### src/rtl/audio_pkg.sv
// Shared audio-path types: sample type, output handshake state and a saturating narrow helper.
package audio_pkg;

  localparam int unsigned DEFAULT_SAMPLE_W = 16;

  typedef logic signed [DEFAULT_SAMPLE_W-1:0] sample_t;

  typedef enum logic {
    EMPTY = 1'b0,
    FULL  = 1'b1
  } out_state_t;

  // Clamp a wide signed value to the signed range of a w-bit result; caller truncates to w bits.
  function automatic logic signed [63:0] sat_narrow(input logic signed [63:0] x,
                                                    input int unsigned       w);
    logic signed [63:0] hi;
    logic signed [63:0] lo;
    hi = (64'sd1 <<< (w - 1)) - 64'sd1;
    lo = -hi - 64'sd1;
    if (x > hi) return hi;
    if (x < lo) return lo;
    return x;
  endfunction

endpackage

### src/rtl/adc_sample_decimator_if.sv
// Result handshake from the decimator to the effects chain.
interface adc_sample_decimator_if #(
  parameter int unsigned SAMPLE_W = audio_pkg::DEFAULT_SAMPLE_W
);
  logic signed [SAMPLE_W-1:0] o_sample;
  logic                       o_valid;
  logic                       i_ready;

  modport master (output o_sample, output o_valid, input  i_ready);
  modport slave  (input  o_sample, input  o_valid, output i_ready);
endinterface

### src/rtl/adc_dc_blocker.sv
// DC offset removal on decimated results: leaky estimator, subtract, saturate, one register stage.
// Only instantiated when ADC_DC_BLOCK_EN is defined.
module adc_dc_blocker
  import audio_pkg::*;
#(
  parameter int unsigned SAMPLE_W = DEFAULT_SAMPLE_W,
  parameter int unsigned DC_SHIFT = 10
) (
  input  logic                       clk,
  input  logic                       rst,
  input  logic signed [SAMPLE_W-1:0] i_avg,
  input  logic                       i_avg_valid,
  output logic signed [SAMPLE_W-1:0] o_res,
  output logic                       o_res_valid
);

  localparam int unsigned EST_W  = SAMPLE_W + DC_SHIFT + 1;
  localparam int unsigned DIFF_W = EST_W + 1;

  logic signed [EST_W-1:0]  est;
  logic signed [EST_W-1:0]  est_sh_c;
  logic signed [DIFF_W-1:0] diff_c;

  assign est_sh_c = est >>> DC_SHIFT;
  assign diff_c   = DIFF_W'(i_avg) - DIFF_W'(est_sh_c);

  // Estimate advances on every result, even one the output stage later drops.
  always_ff @(posedge clk) begin
    if (rst) begin
      est         <= '0;
      o_res       <= '0;
      o_res_valid <= 1'b0;
    end else begin
      o_res_valid <= i_avg_valid;
      if (i_avg_valid) begin
        est   <= est + EST_W'(i_avg) - est_sh_c;
        o_res <= SAMPLE_W'(sat_narrow(64'(diff_c), SAMPLE_W));
      end
    end
  end

endmodule

### src/rtl/adc_sample_decimator.sv
// Boxcar decimator: averages 2^LOG2_DECIM samples and offers each result on a valid/ready port
// with a sticky overrun flag. Define ADC_DC_BLOCK_EN to add DC removal (one extra cycle latency).
module adc_sample_decimator
  import audio_pkg::*;
#(
  parameter int unsigned SAMPLE_W   = DEFAULT_SAMPLE_W,
  parameter int unsigned LOG2_DECIM = 2,
  parameter int unsigned DC_SHIFT   = 10
) (
  input  logic                                            clk,
  input  logic                                            rst,
  input  logic signed [SAMPLE_W-1:0]                      i_sample,
  input  logic                                            i_sample_valid,
  adc_sample_decimator_if.master                          res,
  output logic                                            o_overrun,
  input  logic                                            i_clear_overrun,
  output logic [((LOG2_DECIM > 0) ? LOG2_DECIM : 1)-1:0]  o_phase
);

  localparam int unsigned ACC_W = SAMPLE_W + LOG2_DECIM;
  localparam int unsigned PH_W  = (LOG2_DECIM > 0) ? LOG2_DECIM : 1;
  localparam logic [PH_W-1:0] LAST_PHASE = PH_W'((1 << LOG2_DECIM) - 1);

  if (DC_SHIFT == 0 || SAMPLE_W + DC_SHIFT + 2 > 64) begin : g_bad_dc_shift
    $error("adc_sample_decimator: DC_SHIFT out of range");
  end

  logic signed [ACC_W-1:0]    acc;
  logic signed [ACC_W-1:0]    acc_sum_c;
  logic signed [SAMPLE_W-1:0] avg_c;
  logic                       win_done_c;
  logic signed [SAMPLE_W-1:0] res_data;
  logic                       res_valid;
  logic                       drop_c;
  out_state_t                 state;

  assign acc_sum_c  = acc + ACC_W'(i_sample);
  assign win_done_c = i_sample_valid && (o_phase == LAST_PHASE);
  assign avg_c      = SAMPLE_W'(acc_sum_c >>> LOG2_DECIM);

  // Window accumulator; with LOG2_DECIM=0 every sample closes a window so phase stays 0.
  always_ff @(posedge clk) begin
    if (rst) begin
      acc     <= '0;
      o_phase <= '0;
    end else if (i_sample_valid) begin
      if (win_done_c) begin
        acc     <= '0;
        o_phase <= '0;
      end else begin
        acc     <= acc_sum_c;
        o_phase <= o_phase + PH_W'(1);
      end
    end
  end

`ifdef ADC_DC_BLOCK_EN
  adc_dc_blocker #(
    .SAMPLE_W (SAMPLE_W),
    .DC_SHIFT (DC_SHIFT)
  ) u_dc_blocker (
    .clk         (clk),
    .rst         (rst),
    .i_avg       (avg_c),
    .i_avg_valid (win_done_c),
    .o_res       (res_data),
    .o_res_valid (res_valid)
  );
`else
  assign res_data  = avg_c;
  assign res_valid = win_done_c;
`endif

  assign drop_c = (state == FULL) && !res.i_ready && res_valid;

  // Output holding register; a result arriving while the held one is still pending is dropped.
  always_ff @(posedge clk) begin
    if (rst) begin
      state        <= EMPTY;
      res.o_sample <= '0;
      res.o_valid  <= 1'b0;
      o_overrun    <= 1'b0;
    end else begin
      o_overrun <= drop_c | (o_overrun & ~i_clear_overrun);
      case (state)
        EMPTY: begin
          if (res_valid) begin
            res.o_sample <= res_data;
            res.o_valid  <= 1'b1;
            state        <= FULL;
          end
        end
        FULL: begin
          if (res.i_ready) begin
            if (res_valid) begin
              res.o_sample <= res_data;
            end else begin
              res.o_valid <= 1'b0;
              state       <= EMPTY;
            end
          end
        end
        default: state <= EMPTY;
      endcase
    end
  end

endmodule
### src/flat_wrapper.sv
// flat-port wrapper written by rule: the top's interface ports become plain ports
module adc_sample_decimator_flat import audio_pkg::*;
#(
  parameter int unsigned SAMPLE_W   = DEFAULT_SAMPLE_W,
  parameter int unsigned LOG2_DECIM = 2,
  parameter int unsigned DC_SHIFT   = 10
)
  (clk, rst, i_sample, i_sample_valid, o_overrun, i_clear_overrun, o_phase, res_o_sample, res_o_valid, res_i_ready);
  adc_sample_decimator_if #(.SAMPLE_W(SAMPLE_W)) res_i ();
  input  logic clk;
  input  logic rst;
  input  logic signed [SAMPLE_W-1:0] i_sample;
  input  logic i_sample_valid;
  output logic o_overrun;
  input  logic i_clear_overrun;
  output logic [((LOG2_DECIM > 0) ? LOG2_DECIM : 1)-1:0] o_phase;
  output wire logic [$bits(res_i.o_sample)-1:0] res_o_sample;
  output wire logic [$bits(res_i.o_valid)-1:0] res_o_valid;
  input wire logic [$bits(res_i.i_ready)-1:0] res_i_ready;
  assign res_o_sample = res_i.o_sample;
  assign res_o_valid = res_i.o_valid;
  assign res_i.i_ready = res_i_ready;
  adc_sample_decimator #(.SAMPLE_W(SAMPLE_W), .LOG2_DECIM(LOG2_DECIM), .DC_SHIFT(DC_SHIFT)) u_core (.clk(clk), .rst(rst), .i_sample(i_sample), .i_sample_valid(i_sample_valid), .res(res_i), .o_overrun(o_overrun), .i_clear_overrun(i_clear_overrun), .o_phase(o_phase));
endmodule
### config.mk
export PLATFORM = sky130hd
export DESIGN_NAME = adc_sample_decimator_flat
export DESIGN_NICKNAME = d
export VERILOG_FILES = /design/src/rtl/audio_pkg.sv /design/src/rtl/adc_sample_decimator_if.sv /design/src/rtl/adc_dc_blocker.sv /design/src/rtl/adc_sample_decimator.sv /design/src/flat_wrapper.sv
export SDC_FILE = /design/constraint.sdc
export NUM_CORES = 1
export LEC_CHECK = 0
export BUFFER_PORTS_ARGS = -buffer_cell sky130_fd_sc_hd__buf_2
export CORE_UTILIZATION = 48
export CTS_BUF_LIST = sky130_fd_sc_hd__clkbuf_8
export CTS_CLUSTER_DIAMETER = 50
export DETAILED_ROUTE_END_ITERATION = 8
export PLACE_DENSITY = 0.73
export SYNTH_ARGS = -nofsm -noshare
export SYNTH_HDL_FRONTEND = slang
export SYNTH_SLANG_ARGS = --single-unit
### constraint.sdc
create_clock -name clk -period 2.7 [get_ports clk]
set_clock_uncertainty 0.1 [all_clocks]
set_input_delay 0.54 -clock clk [delete_from_list [all_inputs] [get_ports clk]]
set_output_delay 0.54 -clock clk [all_outputs]
set_load 0.02 [all_outputs]
==> Yosys cells after proc, flatten, opt, wreduce, memory -nomap -nowiden <==
Index checks and enable logic that the tools add are counted.
Widths: inputs -> output; s select.
{ "word_totals": {"word_cells": 33, "in_bits": 21, "regBits": 39, "output_inout_bits": 20} }
{ "op_classes": {"reduce_logical": 5, "add_sub_neg": 2, "n_mux": 12, "bitwise": 4, "n_eq_ne": 4} }
{ "op_table": {"columns": ["cell", "n"], "rows": [
  ["$mux 16", 2],
  ["$pmux 16 s2", 1],
  ["$add 18x16->18", 1],
  ["$mux 18", 1],
  ["$mux 1", 5],
  ["$ne 2x2->1 const B", 2],
  ["$pmux 1 s2", 2],
  ["$logic_and 1x1->1", 3],
  ["$reduce_and 3->1", 1],
  ["$add 2x1->2 const B", 1],
  ["$eq 2x2->1 const B", 1],
  ["$mux 2", 1],
  ["$ne 2x1->1 const B", 1],
  ["$not 1->1", 2],
  ["$and 1x1->1", 1],
  ["$logic_not 1->1", 1],
  ["$or 1x1->1", 1]
]} }

==> Logic depth before layout (Yosys ltp) <==
{ "logic_depth": {"depth_word": 5, "depth_mapped": 9, "ltp_nobuf": 9} }

==> Least setup slack after synthesis <==
Ideal clock, no wire load.
{ "synth_path": {"path_kind": "input to register", "startpoint": "in i_sample[0]", "endpoint": "reg u_core.acc[8]", "arrival_time_ns": 2.505, "n_path_buf": 0, "required_time_ns": 2.526, "setup_ns": 0.074, "slack_ns": 0.021, "stages": 9, "cell_sequence": "ha_1 -> fa_1 -> a21o_1 -> a21o_1 -> a21o_2 -> a2111oi_0 -> nor3_1 -> xnor2_1 -> o21ai_0"} }
{ "synth_via": {"elab_chain_len": 2} }
{ "synth_rtl": {"columns": ["element", "line_no", "source"], "rows": [
  ["start, declared", "flat_wrapper.sv:12", "input logic signed [SAMPLE_W-1:0] i_sample;"],
  ["$add 18x16->18", "adc_sample_decimator.sv:37", "assign acc_sum_c = acc + ACC_W'(i_sample);"],
  ["$mux 18", "adc_sample_decimator.sv:47", "if (win_done_c) begin"],
  ["end signal, assigned", "adc_sample_decimator.sv:51", "acc <= acc_sum_c;"],
  ["end, declared", "adc_sample_decimator.sv:28", "logic signed [ACC_W-1:0] acc;"]
]} }
No other way between the ends.
A chain may end at the register's enable or synchronous reset.

==> Worst setup path after layout <==
{ "layout_path": {"startpoint": "in i_sample[0]", "endpoint": "reg u_core.acc[14]"} }
The elaborated chain is that of the path after synthesis.

==> qor.yml <==
htree_levels: 2
grt_pass1_vias: 2077
firstDrtPassIters: 4
synthCells: 286
rr_startpoint: "u_core.acc[0]"
via_count: 2241
cts_tree: "yes"
syn-cell-area_um2: 2390
cp_cell_sequence: "buf_2, ha_1, fa_1, a21o_1, a21o_1, a211o_2, a21oi_1, buf_4, o31ai_1, nand4_1, o221ai_1"
async_flop_share_pct: 0
maxSlewViolCount: 0
vias_per_cell: 5.51
worst_setup_path_start_kind: "primary input"
dpl.cell_count: 399
cap_viol_max_count: 0
p_leak_nw: 1.25
yosysTopAreaCell: "dfxtp_1"
pin_count: 41
portBuffers: 40
synth_area_leaders: "dfxtp_1 33%, ha_1 9.4%, a21oi_1 6.7%"
hold-worst-slack_ns: 0.332
reg2reg_to: "u_core.acc[14]"
total_power_mw: 1.76
grt_max_degree: 28
synth_enable_flop_cells: 0
setup_ws_ns: 0.0732
gp_congestion: 0.922
grt_pass1_wl_mm: 9.40
yosysWarnings: 0
cp.required_ns: 2.76
path_class: "in -> reg"
clock_sinks: 39
rows: 25
worst_slew_pin_slew_ns: 0.497
final_cells: 407
syn_nets: 326
die_w_um: 72.6
cp_slowest_stage_delay_ns: 0.40
die_area_um2: 5270
cts.reportedPaths.clkPinSlew_ns: 0.09
synth_seq_cells: 39
grt_antenna_before_repair: 0
rrSetupSlack_ns: 0.10
clock_path_buffers: 2
critPathCapture: "u_core.acc[14]"
ys.flop_type: "dfxtp_1"
vdd_ir_drop_max_uv: 325
start_util_pct: 50.3
finalCriticalPeriod_ns: 2.63
final_hold_viol_count: 0
cp-end-kind: "flop"
setup_viol: 0
drt_first_iter_violations: 159
arrival_ns: 2.69
critical_path.max_fanout: 4
fmax_mhz: 381
slew_headroom_pct: 66.7
yosysTopAreaCellShare_pct: 32.6
yosysSeqAreaShare_pct: 32.6
dp_slack_ns: -0.245
syn_area_per_cell_um2: 8.37
layout-drive-gt1-share_pct: 22.9
status: "complete, no violations"
crit_slowest_cell: "fa_1"
fin_crit_sh_pct: 97.3
cp_common_cell: "a21o_1"
dp_hpwl_mm: 4.08
grt_use_total_pct: 23.0
drc: 0
routed_wl_mm: 5.69
hp-class: "in -> reg"
cts_hold_buf: 0
fillers: 460
nNetsFinal: 379
core_area_um2: 4750
cts-root-buf: "clkbuf_8"
diodes: 0
clock_latency_ns: 0.30
crit_path_start: "i_sample[0]"
ant_nets: 0
grt_overflow: 0
p_per_area_nw_per_um2: 613
ff2ff_path_depth: 10
area_growth_syn_to_layout_pct: 19.8
cts_buffers: 5
yosys.cell_types.count: 54
wire_per_inst_um: 14.0
die_y_um: 72.6
## power breakdown
part           switching, mW  internal [mW]  total (mW)
logic                  0.319          0.265       0.584
clock network          0.223          0.299       0.523
registers             0.0286          0.622       0.650
total                  0.570           1.19        1.76
## state kept, by name, summed over array words and instances (netlist names)
| signal | flops |
|---|---|
| u_core.o_overrun | 1 |
| u_core.state | 1 |
| u_core.acc | 18 |
| u_core.res.o_valid | 1 |
| u_core.res.o_sample | 16 |
| u_core.o_phase | 2 |
## cells in the final DEF, fill, tap and decap left out, drive strengths merged, types with 8 or more instances in the layout
cell    count
o21ai      12
xnor2       9
nand3      11
a21oi      32
buf        59
dfxtp      39
nand2      31
nand3b      8
ha         18
nor2       28
## metal layers
layer | vias up | wire length [um] | global-route usage, %
met1 | 1036 | 2790 | 32.8
met5 | - | 0 | 0
met2 | 51 | 2500 | 34.4
met3 | 12 | 263 | 4.01
li1 | 1142 | - | -
met4 | 0 | 136 | 9.15
## worst min-delay path by stage
stage | startpoint | to | slack [ns] | cells after the start
3_3_place_gp | u_core.res.o_sample[4] | u_core.res.o_sample[4] | 0.34 | 2
4_1_cts | res_i_ready | u_core.res.o_valid | 0.33 | 2
5_1_grt | res_i_ready | u_core.res.o_valid | 0.34 | 2
2_1_floorplan | u_core.acc[12] | u_core.acc[12] | 0.33 | 2
6_report | res_i_ready | u_core.res.o_valid | 0.33 | 2
3_5_place_dp | u_core.res.o_sample[2] | u_core.res.o_sample[2] | 0.34 | 2
## final cells by class
class	instances	area [um^2]	area share (%)
Multi-Input combinational cell	230	1530	53.3
Sequential cell	39	781	27.2
Timing Repair Buffer	59	343	12.0
Tap cell	67	83.8	2.92
Clock buffer	6	82.6	2.88
Clock inverter	2	35.0	1.22
Inverter	4	15.0	0.524
## cells by family (layout without fill, tap and decap cells)
group / count (synthesis) / in the layout / synth area share, %
multiplexers: 4 / 4 / 1.67
buffers and inverters: 17 / 71 / 4.08
XOR/XNOR: 11 / 11 / 4.03
adder cells (fa/ha/maj): 19 / 19 / 10.2
AND/OR/NAND/NOR: 115 / 115 / 24.2
flip-flops: 39 / 39 / 32.6
AO/OA/AOI/OAI: 81 / 81 / 23.2
## what timing repair did
action | CTS | global route
gates resized for setup | 0 | 3
buffers inserted | 0 | 0
setup endpoints to repair | 0 | 2
## through the flow
stage / utilization [%] / instance area, um^2 / TNS (ns)
detailed placement: 57.6 / 2740 / -1.56
CTS: 60.1 / 2860 / 0
finish: 60.3 / 2870 / 0
floorplan: - / 2390 / 0
global route: 60.3 / 2870 / -0.0164
global placement: 57.6 / 2740 / -1.23
## cells in the mapped netlist, types with 3 or more instances
master	number
dfxtp_1	39
a21oi_1	32
nand2_1	31
nor2_1	28
ha_1	18
nand3_1	11
o21ai_0	10
xnor2_1	9
nand3b_1	8
nor2b_1	7
nor3_1	7
nand2b_1	6
a21o_1	5
clkbuf_1	4
inv_1	4
mux2i_1	4
nor3b_1	4
or3_1	4
a211o_1	3
buf_1	3
o211ai_1	3
o21bai_1	3
## worst max-delay path, delay by kind of cell
kind            cells  cell delay (ns)
simple gates        1             0.12
buf+inv             2             0.24
fa+ha+maj           2             0.61
compound gates      6             1.16
No activity file was read; power rests on OpenSTA's default activity.
